## config.mk

```make
export PLATFORM = sky130hd
export DESIGN_NAME = obstacle_lane_flat
export DESIGN_NICKNAME = d
export VERILOG_FILES = /design/src/rtl/obstacle_lane_if.sv /design/src/rtl/obstacle_lane.sv /design/src/flat_wrapper.sv
export SDC_FILE = /design/constraint.sdc
export NUM_CORES = 1
export LEC_CHECK = 0
export ABC_AREA = 1
export CAP_MARGIN = 20
export CORE_MARGIN = 8
export CORE_UTILIZATION = 55
export DETAILED_ROUTE_END_ITERATION = 16
export DONT_BUFFER_PORTS = 1
export PLACE_DENSITY = 0.7
export SLEW_MARGIN = 20
export SYNTH_ARGS = -nofsm -noshare
export SYNTH_HDL_FRONTEND = slang
export SYNTH_SLANG_ARGS = --single-unit
```

## constraint.sdc

```tcl
create_clock -name clk -period 5.5 [get_ports clk]
set_input_delay 0.55 -clock clk [delete_from_list [all_inputs] [get_ports clk]]
set_output_delay 0.55 -clock clk [all_outputs]
set_load 0.01 [all_outputs]
```

## src/rtl/obstacle_lane_if.sv

```systemverilog
// Pixel-write bus plus control/status bundle between the game controller and one obstacle lane.
// The slave modport is the lane engine; the master modport is the controller side.
interface obstacle_lane_if;
  logic       go;
  logic       enable;
  logic [2:0] colour_in;
  logic [7:0] player_x;
  logic [6:0] player_y;
  logic [7:0] x_out;
  logic [6:0] y_out;
  logic [2:0] colour_out;
  logic       plot;
  logic       busy;
  logic [7:0] obs_x;
  logic       hit;

  modport slave (
    input  go, enable, colour_in, player_x, player_y,
    output x_out, y_out, colour_out, plot, busy, obs_x, hit
  );

  modport master (
    output go, enable, colour_in, player_x, player_y,
    input  x_out, y_out, colour_out, plot, busy, obs_x, hit
  );
endinterface

```

## src/rtl/obstacle_lane.sv

```systemverilog
// Moving-obstacle engine for one road lane: draws, waits a number of frames, erases,
// steps (bounce or wrap) and redraws a sprite block on the shared pixel bus.
//
//   state     | meaning
//   ----------+---------------------------------------------------------
//   S_IDLE    | waiting for go
//   S_GO_WAIT | go seen, waiting for its release
//   S_DRAW    | raster scan of the block in colour_in
//   S_WAIT    | counting frame ticks while enabled
//   S_ERASE   | raster scan of the block in black
//   S_MOVE    | one cycle: step obs_x, maybe flip direction
module obstacle_lane #(
  parameter int SPRITE_W        = 8,
  parameter int SPRITE_H        = 8,
  parameter int LANE_Y          = 85,
  parameter int X_MIN           = 0,
  parameter int X_MAX           = 159,
  parameter int START_X         = 0,
  parameter int DIR_INIT        = 1,
  parameter int STEP            = 1,
  parameter int WRAP_MODE       = 0,
  parameter int DELAY_CYCLES    = 833333,
  parameter int FRAMES_PER_MOVE = 8,
  parameter int PLAYER_W        = 8,
  parameter int PLAYER_H        = 8
) (
  input logic            clk,
  input logic            resetn,
  obstacle_lane_if.slave bus
);

  localparam int XR = X_MAX - SPRITE_W + 1;
  localparam int PW = 5;
  localparam int DW = (DELAY_CYCLES > 1) ? $clog2(DELAY_CYCLES) : 1;
  localparam int FW = (FRAMES_PER_MOVE > 1) ? $clog2(FRAMES_PER_MOVE) : 1;

  typedef enum logic [2:0] {
    S_IDLE, S_GO_WAIT, S_DRAW, S_WAIT, S_ERASE, S_MOVE
  } state_t;

  state_t        state_q, state_d;
  logic [7:0]    obs_x_q, obs_x_d;
  logic          dir_q, dir_d;
  logic [PW-1:0] cx_q, cx_d, cy_q, cy_d;
  logic [DW-1:0] dly_q, dly_d;
  logic [FW-1:0] frm_q, frm_d;
  logic [7:0]    x_q, x_d;
  logic [6:0]    y_q, y_d;
  logic [2:0]    colour_q, colour_d;
  logic          plot_q, plot_d;
  logic          hit_q, hit_d;
  logic [8:0]    ox9, sum9;
  logic          scan;

  always_comb begin
    state_d = state_q;
    obs_x_d = obs_x_q;
    dir_d   = dir_q;
    cx_d    = cx_q;
    cy_d    = cy_q;
    dly_d   = '0;
    frm_d   = '0;
    ox9     = {1'b0, obs_x_q};
    sum9    = ox9 + 9'(STEP);
    unique case (state_q)
      S_IDLE: if (bus.go) state_d = S_GO_WAIT;
      S_GO_WAIT: begin
        if (!bus.go) begin
          state_d = S_DRAW;
          cx_d    = '0;
          cy_d    = '0;
        end
      end
      S_DRAW, S_ERASE: begin
        if (cx_q == PW'(SPRITE_W - 1)) begin
          cx_d = '0;
          if (cy_q == PW'(SPRITE_H - 1)) begin
            cy_d    = '0;
            state_d = (state_q == S_DRAW) ? S_WAIT : S_MOVE;
          end else begin
            cy_d = cy_q + PW'(1);
          end
        end else begin
          cx_d = cx_q + PW'(1);
        end
      end
      S_WAIT: begin
        dly_d = dly_q;
        frm_d = frm_q;
        if (bus.enable) begin
          if (dly_q == DW'(DELAY_CYCLES - 1)) begin
            dly_d = '0;
            if (frm_q == FW'(FRAMES_PER_MOVE - 1)) begin
              frm_d   = '0;
              state_d = S_ERASE;
            end else begin
              frm_d = frm_q + FW'(1);
            end
          end else begin
            dly_d = dly_q + DW'(1);
          end
        end
      end
      S_MOVE: begin
        state_d = S_DRAW;
        cx_d    = '0;
        cy_d    = '0;
        // 9-bit compares keep edge detection correct near the top of the 8-bit range
        if (dir_q) begin
          if (sum9 > 9'(XR)) begin
            if (WRAP_MODE != 0) obs_x_d = 8'(X_MIN);
            else begin
              dir_d   = 1'b0;
              obs_x_d = 8'(ox9 - 9'(STEP));
            end
          end else begin
            obs_x_d = sum9[7:0];
          end
        end else begin
          if (ox9 < 9'(X_MIN + STEP)) begin
            if (WRAP_MODE != 0) obs_x_d = 8'(XR);
            else begin
              dir_d   = 1'b1;
              obs_x_d = sum9[7:0];
            end
          end else begin
            obs_x_d = 8'(ox9 - 9'(STEP));
          end
        end
      end
      default: state_d = S_IDLE;
    endcase

    // Pixel outputs are computed from the next state so plot lines up with DRAW/ERASE
    scan     = (state_d == S_DRAW) || (state_d == S_ERASE);
    plot_d   = scan;
    x_d      = scan ? (obs_x_d + 8'(cx_d)) : x_q;
    y_d      = scan ? (7'(LANE_Y) + 7'(cy_d)) : y_q;
    colour_d = (state_d == S_DRAW) ? bus.colour_in : 3'b000;

    hit_d = ({2'b0, obs_x_q} < ({2'b0, bus.player_x} + 10'(PLAYER_W))) &&
            ({2'b0, bus.player_x} < ({2'b0, obs_x_q} + 10'(SPRITE_W))) &&
            (10'(LANE_Y) < ({3'b0, bus.player_y} + 10'(PLAYER_H))) &&
            ({3'b0, bus.player_y} < 10'(LANE_Y + SPRITE_H));
  end

  always_ff @(posedge clk or negedge resetn) begin
    if (!resetn) begin
      state_q  <= S_IDLE;
      obs_x_q  <= 8'(START_X);
      dir_q    <= (DIR_INIT != 0);
      cx_q     <= '0;
      cy_q     <= '0;
      dly_q    <= '0;
      frm_q    <= '0;
      x_q      <= 8'(START_X);
      y_q      <= 7'(LANE_Y);
      colour_q <= 3'b000;
      plot_q   <= 1'b0;
      hit_q    <= 1'b0;
    end else begin
      state_q  <= state_d;
      obs_x_q  <= obs_x_d;
      dir_q    <= dir_d;
      cx_q     <= cx_d;
      cy_q     <= cy_d;
      dly_q    <= dly_d;
      frm_q    <= frm_d;
      x_q      <= x_d;
      y_q      <= y_d;
      colour_q <= colour_d;
      plot_q   <= plot_d;
      hit_q    <= hit_d;
    end
  end

  assign bus.x_out      = x_q;
  assign bus.y_out      = y_q;
  assign bus.colour_out = colour_q;
  assign bus.plot       = plot_q;
  assign bus.busy       = (state_q != S_IDLE);
  assign bus.obs_x      = obs_x_q;
  assign bus.hit        = hit_q;

endmodule

```

## src/flat_wrapper.sv

```systemverilog
// flat-port wrapper written by rule: the top's interface ports become plain ports
module obstacle_lane_flat 
#(
  parameter int SPRITE_W        = 8,
  parameter int SPRITE_H        = 8,
  parameter int LANE_Y          = 85,
  parameter int X_MIN           = 0,
  parameter int X_MAX           = 159,
  parameter int START_X         = 0,
  parameter int DIR_INIT        = 1,
  parameter int STEP            = 1,
  parameter int WRAP_MODE       = 0,
  parameter int DELAY_CYCLES    = 833333,
  parameter int FRAMES_PER_MOVE = 8,
  parameter int PLAYER_W        = 8,
  parameter int PLAYER_H        = 8
)
  (clk, resetn, bus_go, bus_enable, bus_colour_in, bus_player_x, bus_player_y, bus_x_out, bus_y_out, bus_colour_out, bus_plot, bus_busy, bus_obs_x, bus_hit);
  obstacle_lane_if bus_i ();
  input logic clk;
  input logic resetn;
  input wire logic [$bits(bus_i.go)-1:0] bus_go;
  input wire logic [$bits(bus_i.enable)-1:0] bus_enable;
  input wire logic [$bits(bus_i.colour_in)-1:0] bus_colour_in;
  input wire logic [$bits(bus_i.player_x)-1:0] bus_player_x;
  input wire logic [$bits(bus_i.player_y)-1:0] bus_player_y;
  output wire logic [$bits(bus_i.x_out)-1:0] bus_x_out;
  output wire logic [$bits(bus_i.y_out)-1:0] bus_y_out;
  output wire logic [$bits(bus_i.colour_out)-1:0] bus_colour_out;
  output wire logic [$bits(bus_i.plot)-1:0] bus_plot;
  output wire logic [$bits(bus_i.busy)-1:0] bus_busy;
  output wire logic [$bits(bus_i.obs_x)-1:0] bus_obs_x;
  output wire logic [$bits(bus_i.hit)-1:0] bus_hit;
  assign bus_i.go = bus_go;
  assign bus_i.enable = bus_enable;
  assign bus_i.colour_in = bus_colour_in;
  assign bus_i.player_x = bus_player_x;
  assign bus_i.player_y = bus_player_y;
  assign bus_x_out = bus_i.x_out;
  assign bus_y_out = bus_i.y_out;
  assign bus_colour_out = bus_i.colour_out;
  assign bus_plot = bus_i.plot;
  assign bus_busy = bus_i.busy;
  assign bus_obs_x = bus_i.obs_x;
  assign bus_hit = bus_i.hit;
  obstacle_lane #(.SPRITE_W(SPRITE_W), .SPRITE_H(SPRITE_H), .LANE_Y(LANE_Y), .X_MIN(X_MIN), .X_MAX(X_MAX), .START_X(START_X), .DIR_INIT(DIR_INIT), .STEP(STEP), .WRAP_MODE(WRAP_MODE), .DELAY_CYCLES(DELAY_CYCLES), .FRAMES_PER_MOVE(FRAMES_PER_MOVE), .PLAYER_W(PLAYER_W), .PLAYER_H(PLAYER_H)) u_core (.clk(clk), .resetn(resetn), .bus(bus_i));
endmodule
```

==> out/qor.yml, run 1 <==
cts:
  path_clk_slew_ns: 0.08
  cts_htree_levels: 3
  ctsHoldBuffers: 1
  cts_setup_buffers: 0
  cts_made_buffers: 9
  ctsLongestPathBuffers: 2
  cts_resized: 0
  root_buffer: "clkbuf_8"
  cts_sinks: 64
  cts_tree: "yes"
  clkLatencyLatePin_ns: 0.34
grt:
  track_usage: 0.175
  antenna_found_initial: 0
  grt_pass1_wl_um: 15900
  use_met3: 0.0378
  grtUsageMet1: 0.231
  grt_max_degree: 61
  busiest_layer: "met2"
  grt_util_met2: 0.280
  first_global_vias: 3273
  overflow: 0
placement:
  routabilityCongestion: 0.921
  port_buffers: 0
  hpwl_um: 6990
setup_path:
  worst_ep_required_time_ns: 5.73
  end_kind: "flip-flop"
  crit_type: "flip-flop to flip-flop"
  crit_buf_inv: 2
  cp_slowest_cell: "dfrtp_1"
  critPathTopFamily: "simple AND/OR/NAND/NOR gates"
  crit_arrival_ns: 3.88
  cp-start-kind: "flip-flop"
  worst_path_largest_cell_delay_ns: 0.57
  critPathMaxFanout: 9
detailed_routing:
  drcViolationCount: 0
  postRouteAntennaNets: 0
  vias: 3594
  drt-pass1-iter-count: 4
  avgRoutedWirePerCell_um: 14.4
  drtIter0Drc: 157
  via_per_inst: 5.50
  wl_um: 9430
timing:
  rsz0062_at_grt: "no"
  timing.setup.tns_ns: 0
  fin_crit_sh: 0.664
  slew_headroom: 0.522
  hold_viol: 0
  report.final.slew_viol_count: 0
  worst_pin_slew_ns: 0.714
  fin_skew_ns: 0.0104
  period_needed_ns: 3.65
  fmax_mhz: 274
  setup_viol: 0
floorplan:
  die_y_um: 104
  placeableCoreArea_mm2: 0.00765
  fp.dieW_um: 104
  dieArea_mm2: 0.0108
  ios: 51
  initial_core_util: 0.559
  fp-row-count: 32
synthesis:
  synth-seq-cells: 64
  synth_cell_types: 48
  synth-warning-count: 0
  synth_area_per_cell_um2: 7.85
  synth_nets: 599
  synthFlopType: "dfrtp_1"
  synth-edff-count: 0
  async_flop_share: 1.00
  syn_inst: 544
  syn_area_mm2: 0.00427
  ys_seq_area_frac: 0.376
cells_and_area:
  diodes: 0
  final_layout_size_suffix_gt1_frac: 0.0906
  fin_util: 0.600
  area_growth_pct: 7.35
  multiInputGateArea_mm2: 0.00231
  ff_latch_area_mm2: 0.00161
  num-fill-cells: 700
  fin_nets: 602
outcome:
  status: "completed"
power_and_ir_drop:
  vdd_drop_max_uv: 117
  leakage_uw: 0.00215
  p_per_area_mw_per_mm2: 210
flow_run:
  maxCapViolCount: 0
worst_hold_path:
  holdCritPathClass: "primary input to async pin"
[path summary, 6_finish.rpt]
check                                              start                                 end  slack, ns  cells past startpoint
setup / recovery           u_core.bus.obs_x[1]$_DFF_PN0_     u_core.bus.x_out[7]$_DFFE_PN0P_       1.85                     25
hold / removal                                    resetn     u_core.bus.y_out[0]$_DFFE_PN1P_       0.04                      0
setup reg to reg           u_core.bus.obs_x[1]$_DFF_PN0_     u_core.bus.x_out[7]$_DFFE_PN0P_       1.85                     25
hold reg to reg              u_core.frm_q[1]$_DFFE_PN0P_         u_core.frm_q[1]$_DFFE_PN0P_       0.48                      2
max in group asynchronous                         resetn        u_core.dly_q[19]$_DFFE_PN0P_       5.17                      1
min in group clk                        bus_colour_in[2]  u_core.bus.colour_out[2]$_DFF_PN0_       0.30                      2
[cells by family (layout without fill, tap and decap cells)]
| kind of cell | count (synthesis) | after routing | share of synthesized area |
|---|---|---|---|
| compound gates | 86 | 86 | 0.123 |
| simple gates | 244 | 244 | 0.260 |
| xor+xnor | 28 | 28 | 0.0574 |
| fa+ha+maj | 33 | 33 | 0.0984 |
| flops | 64 | 64 | 0.376 |
| buf+inv | 88 | 96 | 0.0840 |
| other cells | 1 | 1 | 0.000878 |
[metrics by stage]
stage                     hold slack [ns]  area, µm²  power, µW  instances  setup slack (ns)
after floorplan                     0.254       4270        501        544              2.35
after global placement              0.257       4340        503        637              2.06
after detailed placement            0.257       4340        504        637              1.90
after CTS                          0.0301       4590        971        654              1.87
after global routing               0.0250       4590        994        654              1.40
final                              0.0411       4590        962        654              1.85
[registers in the layout, indices dropped and copies added, names as in the netlist]
name	count
u_core.dly_q	20
u_core.bus.obs_x	8
u_core.bus.x_out	8
u_core.bus.y_out	6
u_core.cx_q	5
u_core.cy_q	5
u_core.bus.colour_out	3
u_core.frm_q	3
u_core.state_q	3
u_core.bus.hit	1
u_core.bus.plot	1
u_core.dir_q	1
[power by group]
| group | switching [µW] | leakage, µW | total (µW) | internal, µW |
|---|---|---|---|---|
| Combinational | 19.3 | 0.00121 | 31.3 | 12.0 |
| Clock | 190 | 0.000106 | 457 | 267 |
| Sequential | 1.61 | 0.000833 | 474 | 472 |
| Total | 210 | 0.00215 | 962 | 751 |
[cell usage in the layout, fill, tap and decap left out, types with 4 or more instances in the layout]
cell	netlist	routed
o21ai_0	20	20
nand3_1	40	40
clkbuf_8	0	10
dfrtp_1	60	60
xor2_1	21	21
nor3_1	12	12
inv_2	7	7
o22ai_1	7	7
nor2_1	51	51
nand2_2	6	6
xnor2_1	7	7
a21oi_1	26	26
dfstp_2	4	4
nand4_1	8	8
o21ai_1	10	10
nor4_1	4	4
inv_1	72	72
nand2_1	109	109
ha_1	32	32
[per-layer routing]
metal	vias to the layer above	part of all wire
met5	-	0
met4	0	0.015
met3	16	0.053
met2	89	0.47
met1	1686	0.46
li1	1803	-
[cells in the mapped netlist, drive strengths merged, types with 7 or more instances]
master  count  area (µm²)
nor3       15        90.1
ha         32         400
inv        79         297
xnor2       7        61.3
nor2       56         233
o21ai      34         193
a21oi      26         130
o22ai       9        68.8
nand2     115         447
nand3      40         200
xor2       21         184
nand4       8        50.1
dfrtp      60        1500
[layout make-up]
| type | instances | area share |
|---|---|---|
| Clock inverter | 5 | 0.0175 |
| Clock buffer | 11 | 0.0308 |
| Multi-Input combinational cell | 392 | 0.503 |
| Sequential cell | 64 | 0.350 |
| Tap cell | 102 | 0.0278 |
| Inverter | 79 | 0.0646 |
| Timing Repair Buffer | 1 | 0.00600 |
(Power assumes the default switching activity.)
==> inputs of run 2 (changes only) <==
--- a/config.mk
+++ b/config.mk
@@ -11,7 +11,7 @@
 export CORE_UTILIZATION = 55
 export DETAILED_ROUTE_END_ITERATION = 16
 export DONT_BUFFER_PORTS = 1
-export PLACE_DENSITY = 0.7
+export PLACE_DENSITY = 0.73
 export SLEW_MARGIN = 20
 export SYNTH_ARGS = -nofsm -noshare
 export SYNTH_HDL_FRONTEND = slang
==> constraint.sdc (replaced) <==
create_clock -name clk -period 3.3 [get_ports clk]
set_input_delay 0.33 -clock clk [delete_from_list [all_inputs] [get_ports clk]]
set_output_delay 0.33 -clock clk [all_outputs]
set_load 0.01 [all_outputs]
==> out/qor.yml, run 2 (same netlist as run 1, synthesis figures left out) <==
outcome:
  status: "completed"  # unchanged
cells_and_area:
  regMostFlops: "u_core.dly_q"  # unchanged
  stdcell_area_mm2: 0.00493  # was 0.00459 mm²
  fin_cells: 684  # was 654
  largest_register_ffs: 20  # unchanged
  num-fill-cells: 623  # was 700
  diodes: 0  # unchanged
  final_cell_mix: "nand2_1, inv_1, dfrtp_1, nor2_1, nand3_1"  # unchanged
  area_growth_pct: 15.3  # was 7.35%
  fin_util: 0.644  # was 0.600
  fin_nets: 632  # was 602
  mostFrequentLayoutCell: "nand2_1"  # unchanged
  final_layout_size_suffix_gt1_frac: 0.191  # was 0.0906
setup_path:
  rr_endpoint: "u_core.bus.x_out[5]$_DFFE_PN0P_"  # was u_core.bus.x_out[7]$_DFFE_PN0P_
  crit_buf_inv: 6  # was 2
  cp_slowest_cell: "dfrtp_1"  # unchanged
  endpoint: "u_core.bus.x_out[5]$_DFFE_PN0P_"  # was u_core.bus.x_out[7]$_DFFE_PN0P_
  r2r_cells: 26  # was 25
  worst_ep_required_time_ns: 3.50  # was 5.73 ns
  crit_arrival_ns: 3.44  # was 3.88 ns
  timing.rr.start: "u_core.bus.obs_x[3]$_DFF_PN0_"  # was u_core.bus.obs_x[1]$_DFF_PN0_
  crit_type: "flip-flop to flip-flop"  # unchanged
  reg2reg_slack_ns: 0.06  # was 1.85 ns
  critPathMaxFanout: 8  # was 9
  startpoint: "u_core.bus.obs_x[3]$_DFF_PN0_"  # was u_core.bus.obs_x[1]$_DFF_PN0_
  cp_common_cell: "nand2_1"
  cp-start-kind: "flip-flop"  # unchanged
  crit_cells: 26  # was 25
  worst_path_largest_cell_delay_ns: 0.38  # was 0.57 ns
  critPathTopFamily: "simple AND/OR/NAND/NOR gates"  # unchanged
  end_kind: "flip-flop"  # unchanged
grt:
  grt_pass1_wl_um: 16200  # was 15900 µm
  track_usage: 0.176  # was 0.175
  antenna_found_initial: 0  # unchanged
  grt_max_degree: 65  # was 61
  overflow: 0  # unchanged
  first_global_vias: 3497  # was 3273
floorplan:
  dieArea_mm2: 0.0108  # unchanged
  placeableCoreArea_mm2: 0.00765  # unchanged
  fp-row-count: 32  # unchanged
  die_y_um: 104  # unchanged
  ios: 51  # unchanged
  fp.dieW_um: 104  # unchanged
  initial_core_util: 0.559  # unchanged
detailed_routing:
  drtIter0Drc: 185  # was 157
  via_per_inst: 5.39  # was 5.50
  postRouteAntennaNets: 0  # unchanged
  wl_um: 9460  # was 9430 µm
  drt-pass1-iter-count: 5  # was 4
  drcViolationCount: 0  # unchanged
  vias: 3685  # was 3594
  avgRoutedWirePerCell_um: 13.8  # was 14.4 µm
cts:
  root_buffer: "clkbuf_8"  # unchanged
  cts_htree_levels: 3  # unchanged
  path_clk_slew_ns: 0.07  # was 0.08 ns
  cts_made_buffers: 9  # unchanged
  ctsLongestPathBuffers: 2  # unchanged
  cts_sinks: 64  # unchanged
  clkLatencyLatePin_ns: 0.34  # about the same
  cts_tree: "yes"  # unchanged
placement:
  port_buffers: 0  # unchanged
  dp_slack_ns: 0.0328  # was 1.90 ns
  hpwl_um: 7010  # was 6990 µm
  routabilityCongestion: 0.904  # was 0.921
  dp.cells: 652  # was 637
  place_area_mm2: 0.00445  # was 0.00434 mm²
power_and_ir_drop:
  total_power_uw: 1440  # was 962 µW
  leakage_uw: 0.00229  # was 0.00215 µW
  vdd_drop_max_uv: 288  # was 117 µV
  p_per_area_mw_per_mm2: 293  # was 210 mW/mm²
timing:
  slew_headroom: 0.594  # was 0.522
  fmax_mhz: 308  # was 274 MHz
  worst_pin_slew_ns: 0.603  # was 0.714 ns
  fin_crit_sh: 0.983  # was 0.664
  rsz0062_at_grt: "yes"  # was no
  report.final.slew_viol_count: 0  # unchanged
  hold_viol: 0  # unchanged
  setup_slack_ns: 0.0572  # was 1.85 ns
  period_needed_ns: 3.24  # was 3.65 ns
  fin_skew_ns: 0.00857  # was 0.0104 ns
  setup_viol: 0  # unchanged
worst_hold_path:
  holdCritPathClass: "primary input to flip-flop"  # was primary input to async pin
flow_run:
  maxCapViolCount: 0  # unchanged
==> run 2: cell types whose count changed in the layout (fill, tap and decap cells not counted), moves of 4 or more <==
cell	change
nand3_1	-5
nor2_1	-7
nand2_1	-5
nor2_2	+5
dfrtp_1	-5
nand2_2	+4
buf_4	+25
dfrtp_2	+5
==> run 2: worst min path at each step <==
| stage | from | endpoint | slack, ns | cells after the start |
|---|---|---|---|---|
| 2_1_floorplan | resetn | u_core.bus.colour_out[0]$_DFF_PN0_ | 0.03 | 0 |
| 3_5_place_dp | resetn | u_core.cy_q[2]$_DFF_PN0_ | 0.04 | 0 |
| 6_report | bus_colour_in[0] | u_core.bus.colour_out[0]$_DFF_PN0_ | 0.09 | 2 |
| 4_1_cts | bus_colour_in[2] | u_core.bus.colour_out[2]$_DFF_PN0_ | 0.08 | 2 |
| 5_1_grt | bus_colour_in[1] | u_core.bus.colour_out[1]$_DFF_PN0_ | 0.08 | 2 |
| 3_3_place_gp | resetn | u_core.cy_q[0]$_DFF_PN0_ | 0.04 | 0 |
==> run 2: through the flow <==
step | TNS, ns | hold slack (ns)
after CTS | 0 | 0.0798
after detailed placement | 0 | 0.0367
final | 0 | 0.0930
after floorplan | 0 | 0.0344
after global placement | 0 | 0.0368
after global routing | -0.429 | 0.0789
==> run 2: repair_timing <==
| action | in CTS | in global routing |
|---|---|---|
| pin swaps | 0 | 28 |
| setup buffers | 0 | 14 |
| gates resized for setup | 1 | 41 |
| setup endpoints to repair | 1 | 4 |
| hold endpoints to repair | 64 | 0 |
| hold buffers | 2 | 0 |
==> run 2: layer usage <==
metal | up-vias | global-route usage | wire length [µm]
li1 | 1860 | - | -
met3 | 15 | 0.0520 | 548
met5 | - | 0 | 0
met1 | 1721 | 0.225 | 4170
met2 | 89 | 0.287 | 4630
met4 | 0 | 0.0362 | 113
==> run 2: where the power goes <==
group	total (µW)	switching, µW	internal [µW]
Clock	598	290	309
Combinational	54.5	33.6	20.9
Sequential	790	2.77	788
Total	1440	326	1120
==> run 2: cell type report <==
cell class                 instances  area, µm²  area share
multi-input combinational        392       2440       0.496
sequential                        64       1610       0.327
inverter                          79        297      0.0602
timing repair buffer              31        273      0.0553
clock buffer                      12        155      0.0315
tap                              102        128      0.0259
clock inverter                     4       20.0     0.00406
==> inputs of run 3 (changes only) <==
--- a/config.mk
+++ b/config.mk
@@ -7,11 +7,14 @@
 export LEC_CHECK = 0
 export ABC_AREA = 1
 export CAP_MARGIN = 20
+export CELL_PAD_IN_SITES_DETAIL_PLACEMENT = 0
+export CELL_PAD_IN_SITES_GLOBAL_PLACEMENT = 2
+export CORE_ASPECT_RATIO = 0.7
 export CORE_MARGIN = 8
-export CORE_UTILIZATION = 55
+export CORE_UTILIZATION = 34
 export DETAILED_ROUTE_END_ITERATION = 16
 export DONT_BUFFER_PORTS = 1
-export PLACE_DENSITY = 0.73
+export PLACE_DENSITY_LB_ADDON = 0.1
 export SLEW_MARGIN = 20
 export SYNTH_ARGS = -nofsm -noshare
 export SYNTH_HDL_FRONTEND = slang
==> out/qor.yml, run 3 (same netlist as run 1, synthesis figures left out) <==
outcome:
  status: "completed"  # unchanged
cells_and_area:
  final_layout_size_suffix_gt1_frac: 0.198  # was 0.191
  diodes: 0  # unchanged
  multiInputGateArea_mm2: 0.00246  # was 0.00244 mm²
  ff_latch_area_mm2: 0.00161  # about the same
  mostFrequentLayoutCell: "nand2_1"  # unchanged
  largest_register_ffs: 20  # unchanged
  area_growth_pct: 20.9  # was 15.3%
  regMostFlops: "u_core.dly_q"  # unchanged
  fin_nets: 637  # was 632
  stdcell_area_mm2: 0.00516  # was 0.00493 mm²
  num-fill-cells: 1243  # was 623
  final_cell_mix: "nand2_1, inv_1, dfrtp_1, nor2_1, nand3_1"  # unchanged
timing:
  setup_viol: 0  # unchanged
  worst_pin_slew_ns: 0.659  # was 0.603 ns
  timing.setup.tns_ns: 0  # unchanged
  fmax_mhz: 319  # was 308 MHz
  report.final.slew_viol_count: 0  # unchanged
  fin_crit_sh: 0.951  # was 0.983
  hold_viol: 0  # unchanged
  fin_skew_ns: 0.00698  # was 0.00857 ns
  period_needed_ns: 3.14  # was 3.24 ns
  rsz0062_at_grt: "yes"  # unchanged
  slew_headroom: 0.559  # was 0.594
placement:
  hpwl_um: 8830  # was 7010 µm
  port_buffers: 0  # unchanged
  routabilityCongestion: 0.815  # was 0.904
  place_area_mm2: 0.00460  # was 0.00445 mm²
power_and_ir_drop:
  vdd_drop_max_uv: 246  # was 288 µV
  intPower_uw: 1390  # was 1120 µW
  switching_share: 0.215  # was 0.226
  p_per_area_mw_per_mm2: 343  # was 293 mW/mm²
  p_sw_uw: 382  # was 326 µW
  leakage_uw: 0.00236  # was 0.00229 µW
  clockPowerShare: 0.521  # was 0.415
  p_seq_frac: 0.447  # was 0.548
  combPwrFrac: 0.032  # was 0.038
grt:
  overflow: 0  # unchanged
  grt_max_degree: 65  # unchanged
  track_usage: 0.143  # was 0.176
  first_global_vias: 3442  # was 3497
  antenna_found_initial: 0  # unchanged
  grt_pass1_wl_um: 18300  # was 16200 µm
flow_run:
  maxCapViolCount: 0  # unchanged
detailed_routing:
  wl_um: 11600  # was 9460 µm
  vias: 3669  # was 3685
  drcViolationCount: 0  # unchanged
  drt-pass1-iter-count: 5  # unchanged
  drtIter0Drc: 228  # was 185
  via_per_inst: 4.90  # was 5.39
  postRouteAntennaNets: 0  # unchanged
  avgRoutedWirePerCell_um: 15.4  # was 13.8 µm
floorplan:
  dieArea_mm2: 0.0165  # was 0.0108 mm²
  ios: 51  # unchanged
  die_y_um: 110  # was 104 µm
  fp.dieW_um: 150  # was 104 µm
  placeableCoreArea_mm2: 0.0123  # was 0.00765 mm²
  initial_core_util: 0.346  # was 0.559
  fp-row-count: 34  # was 32
setup_path:
  end_kind: "flip-flop"  # unchanged
  crit_type: "flip-flop to flip-flop"  # unchanged
  timing.rr.start: "u_core.bus.obs_x[1]$_DFF_PN0_"  # was u_core.bus.obs_x[3]$_DFF_PN0_
  crit_arrival_ns: 3.32  # was 3.44 ns
  worst_ep_required_time_ns: 3.49  # was 3.50 ns
  startpoint: "u_core.bus.obs_x[1]$_DFF_PN0_"  # was u_core.bus.obs_x[3]$_DFF_PN0_
  cp-start-kind: "flip-flop"  # unchanged
  critPathMaxFanout: 4  # was 8
cts:
  path_clk_slew_ns: 0.05  # was 0.07 ns
  cts_made_buffers: 9  # unchanged
  root_buffer: "clkbuf_16"  # was clkbuf_8
  cts_tree: "yes"  # unchanged
  cts_htree_levels: 3  # unchanged
  ctsLongestPathBuffers: 2  # unchanged
  clkLatencyLatePin_ns: 0.33  # was 0.34 ns
  cts_sinks: 64  # unchanged
worst_hold_path:
  holdCritPathClass: "primary input to flip-flop"  # unchanged
  hp-start: "bus_colour_in[1]"  # was bus_colour_in[0]
==> run 3: final cells by class <==
type	instances	share of cell area
clock buffer	12	0.0458
inverter	79	0.0574
sequential	64	0.312
clock inverter	4	0.00872
tap	162	0.0392
multi-input combinational	392	0.477
timing repair buffer	36	0.0606
==> run 3: power by group through the flow <==
| stage | clock, µW | sequential (µW) | combinational, µW |
|---|---|---|---|
| 3_5_place_dp | 0 | 805 | 36.7 |
| 3_3_place_gp | 0 | 805 | 35.0 |
| 5_1_grt | 986 | 791 | 68.1 |
| 2_1_floorplan | 0 | 805 | 29.9 |
| 6_report | 924 | 792 | 56.8 |
| 4_1_cts | 951 | 791 | 59.0 |
==> run 3: stage by stage <==
| stage | util | setup WS (ns) | std cells | hold WS, ns | total power (µW) |
|---|---|---|---|---|---|
| floorplan | - | 0.147 | 544 | 0.0344 | 835 |
| global placement | 0.373 | -0.0431 | 722 | 0.0367 | 840 |
| detailed placement | 0.373 | -0.0570 | 722 | 0.0365 | 842 |
| CTS | 0.399 | 0.0485 | 740 | 0.0908 | 1800 |
| global route | 0.419 | -0.154 | 749 | 0.0977 | 1850 |
| finish | 0.419 | 0.162 | 749 | 0.105 | 1770 |
==> run 3: path summary, 6_finish.rpt <==
path,slack [ns],cells after the start,end
setup / recovery,0.16,24,u_core.bus.x_out[5]$_DFFE_PN0P_
hold / removal,0.10,2,u_core.bus.colour_out[1]$_DFF_PN0_
setup reg to reg,0.16,24,u_core.bus.x_out[5]$_DFFE_PN0P_
hold reg to reg,0.50,2,u_core.bus.y_out[4]$_DFFE_PN1P_
max in group asynchronous,2.44,2,u_core.dir_q$_DFFE_PN1N_
min in group asynchronous,0.51,2,u_core.dly_q[15]$_DFFE_PN0P_
==> run 3: metal layers <==
metal,vias to the layer above,routed length [µm],part of all wire,global-route usage
li1,1873,-,-,-
met1,1717,6280,0.54,0.221
met2,70,4490,0.39,0.188
met3,9,700,0.061,0.0411
met4,0,78,0.0068,0.0299
met5,-,0,0,0
==> run 3: critical path, stage by stage, from the launching register on <==
cell and delay (ns):
dfrtp_2 0.42, ha_4 0.21, nand3_4 0.09, nor2_4 0.14, nor2_4 0.04, nor2_2 0.09
nand2_1 0.05, nand2_1 0.07, nand2_2 0.08, nand2_2 0.11, nand2_1 0.06, o211ai_1 0.07
o21ai_1 0.11, ha_1 0.37, nand2_1 0.09, nor2_2 0.04, a211oi_2 0.22, nor2_1 0.07
nor2_1 0.11, inv_1 0.06, a21oi_2 0.17, buf_4 0.14, nand3_2 0.06, nand2_1 0.06
o21ai_1 0.05
==> run 3: repair_timing <==
| item | 4_1_cts | 5_1_grt |
|---|---|---|
| gates cloned | 0 | 1 |
| gates resized for setup | 2 | 46 |
| hold buffers | 2 | 0 |
| pin swaps | 0 | 30 |
| buffers inserted | 0 | 8 |
| setup endpoints to repair | 2 | 4 |
| endpoints found under the hold margin | 64 | 0 |
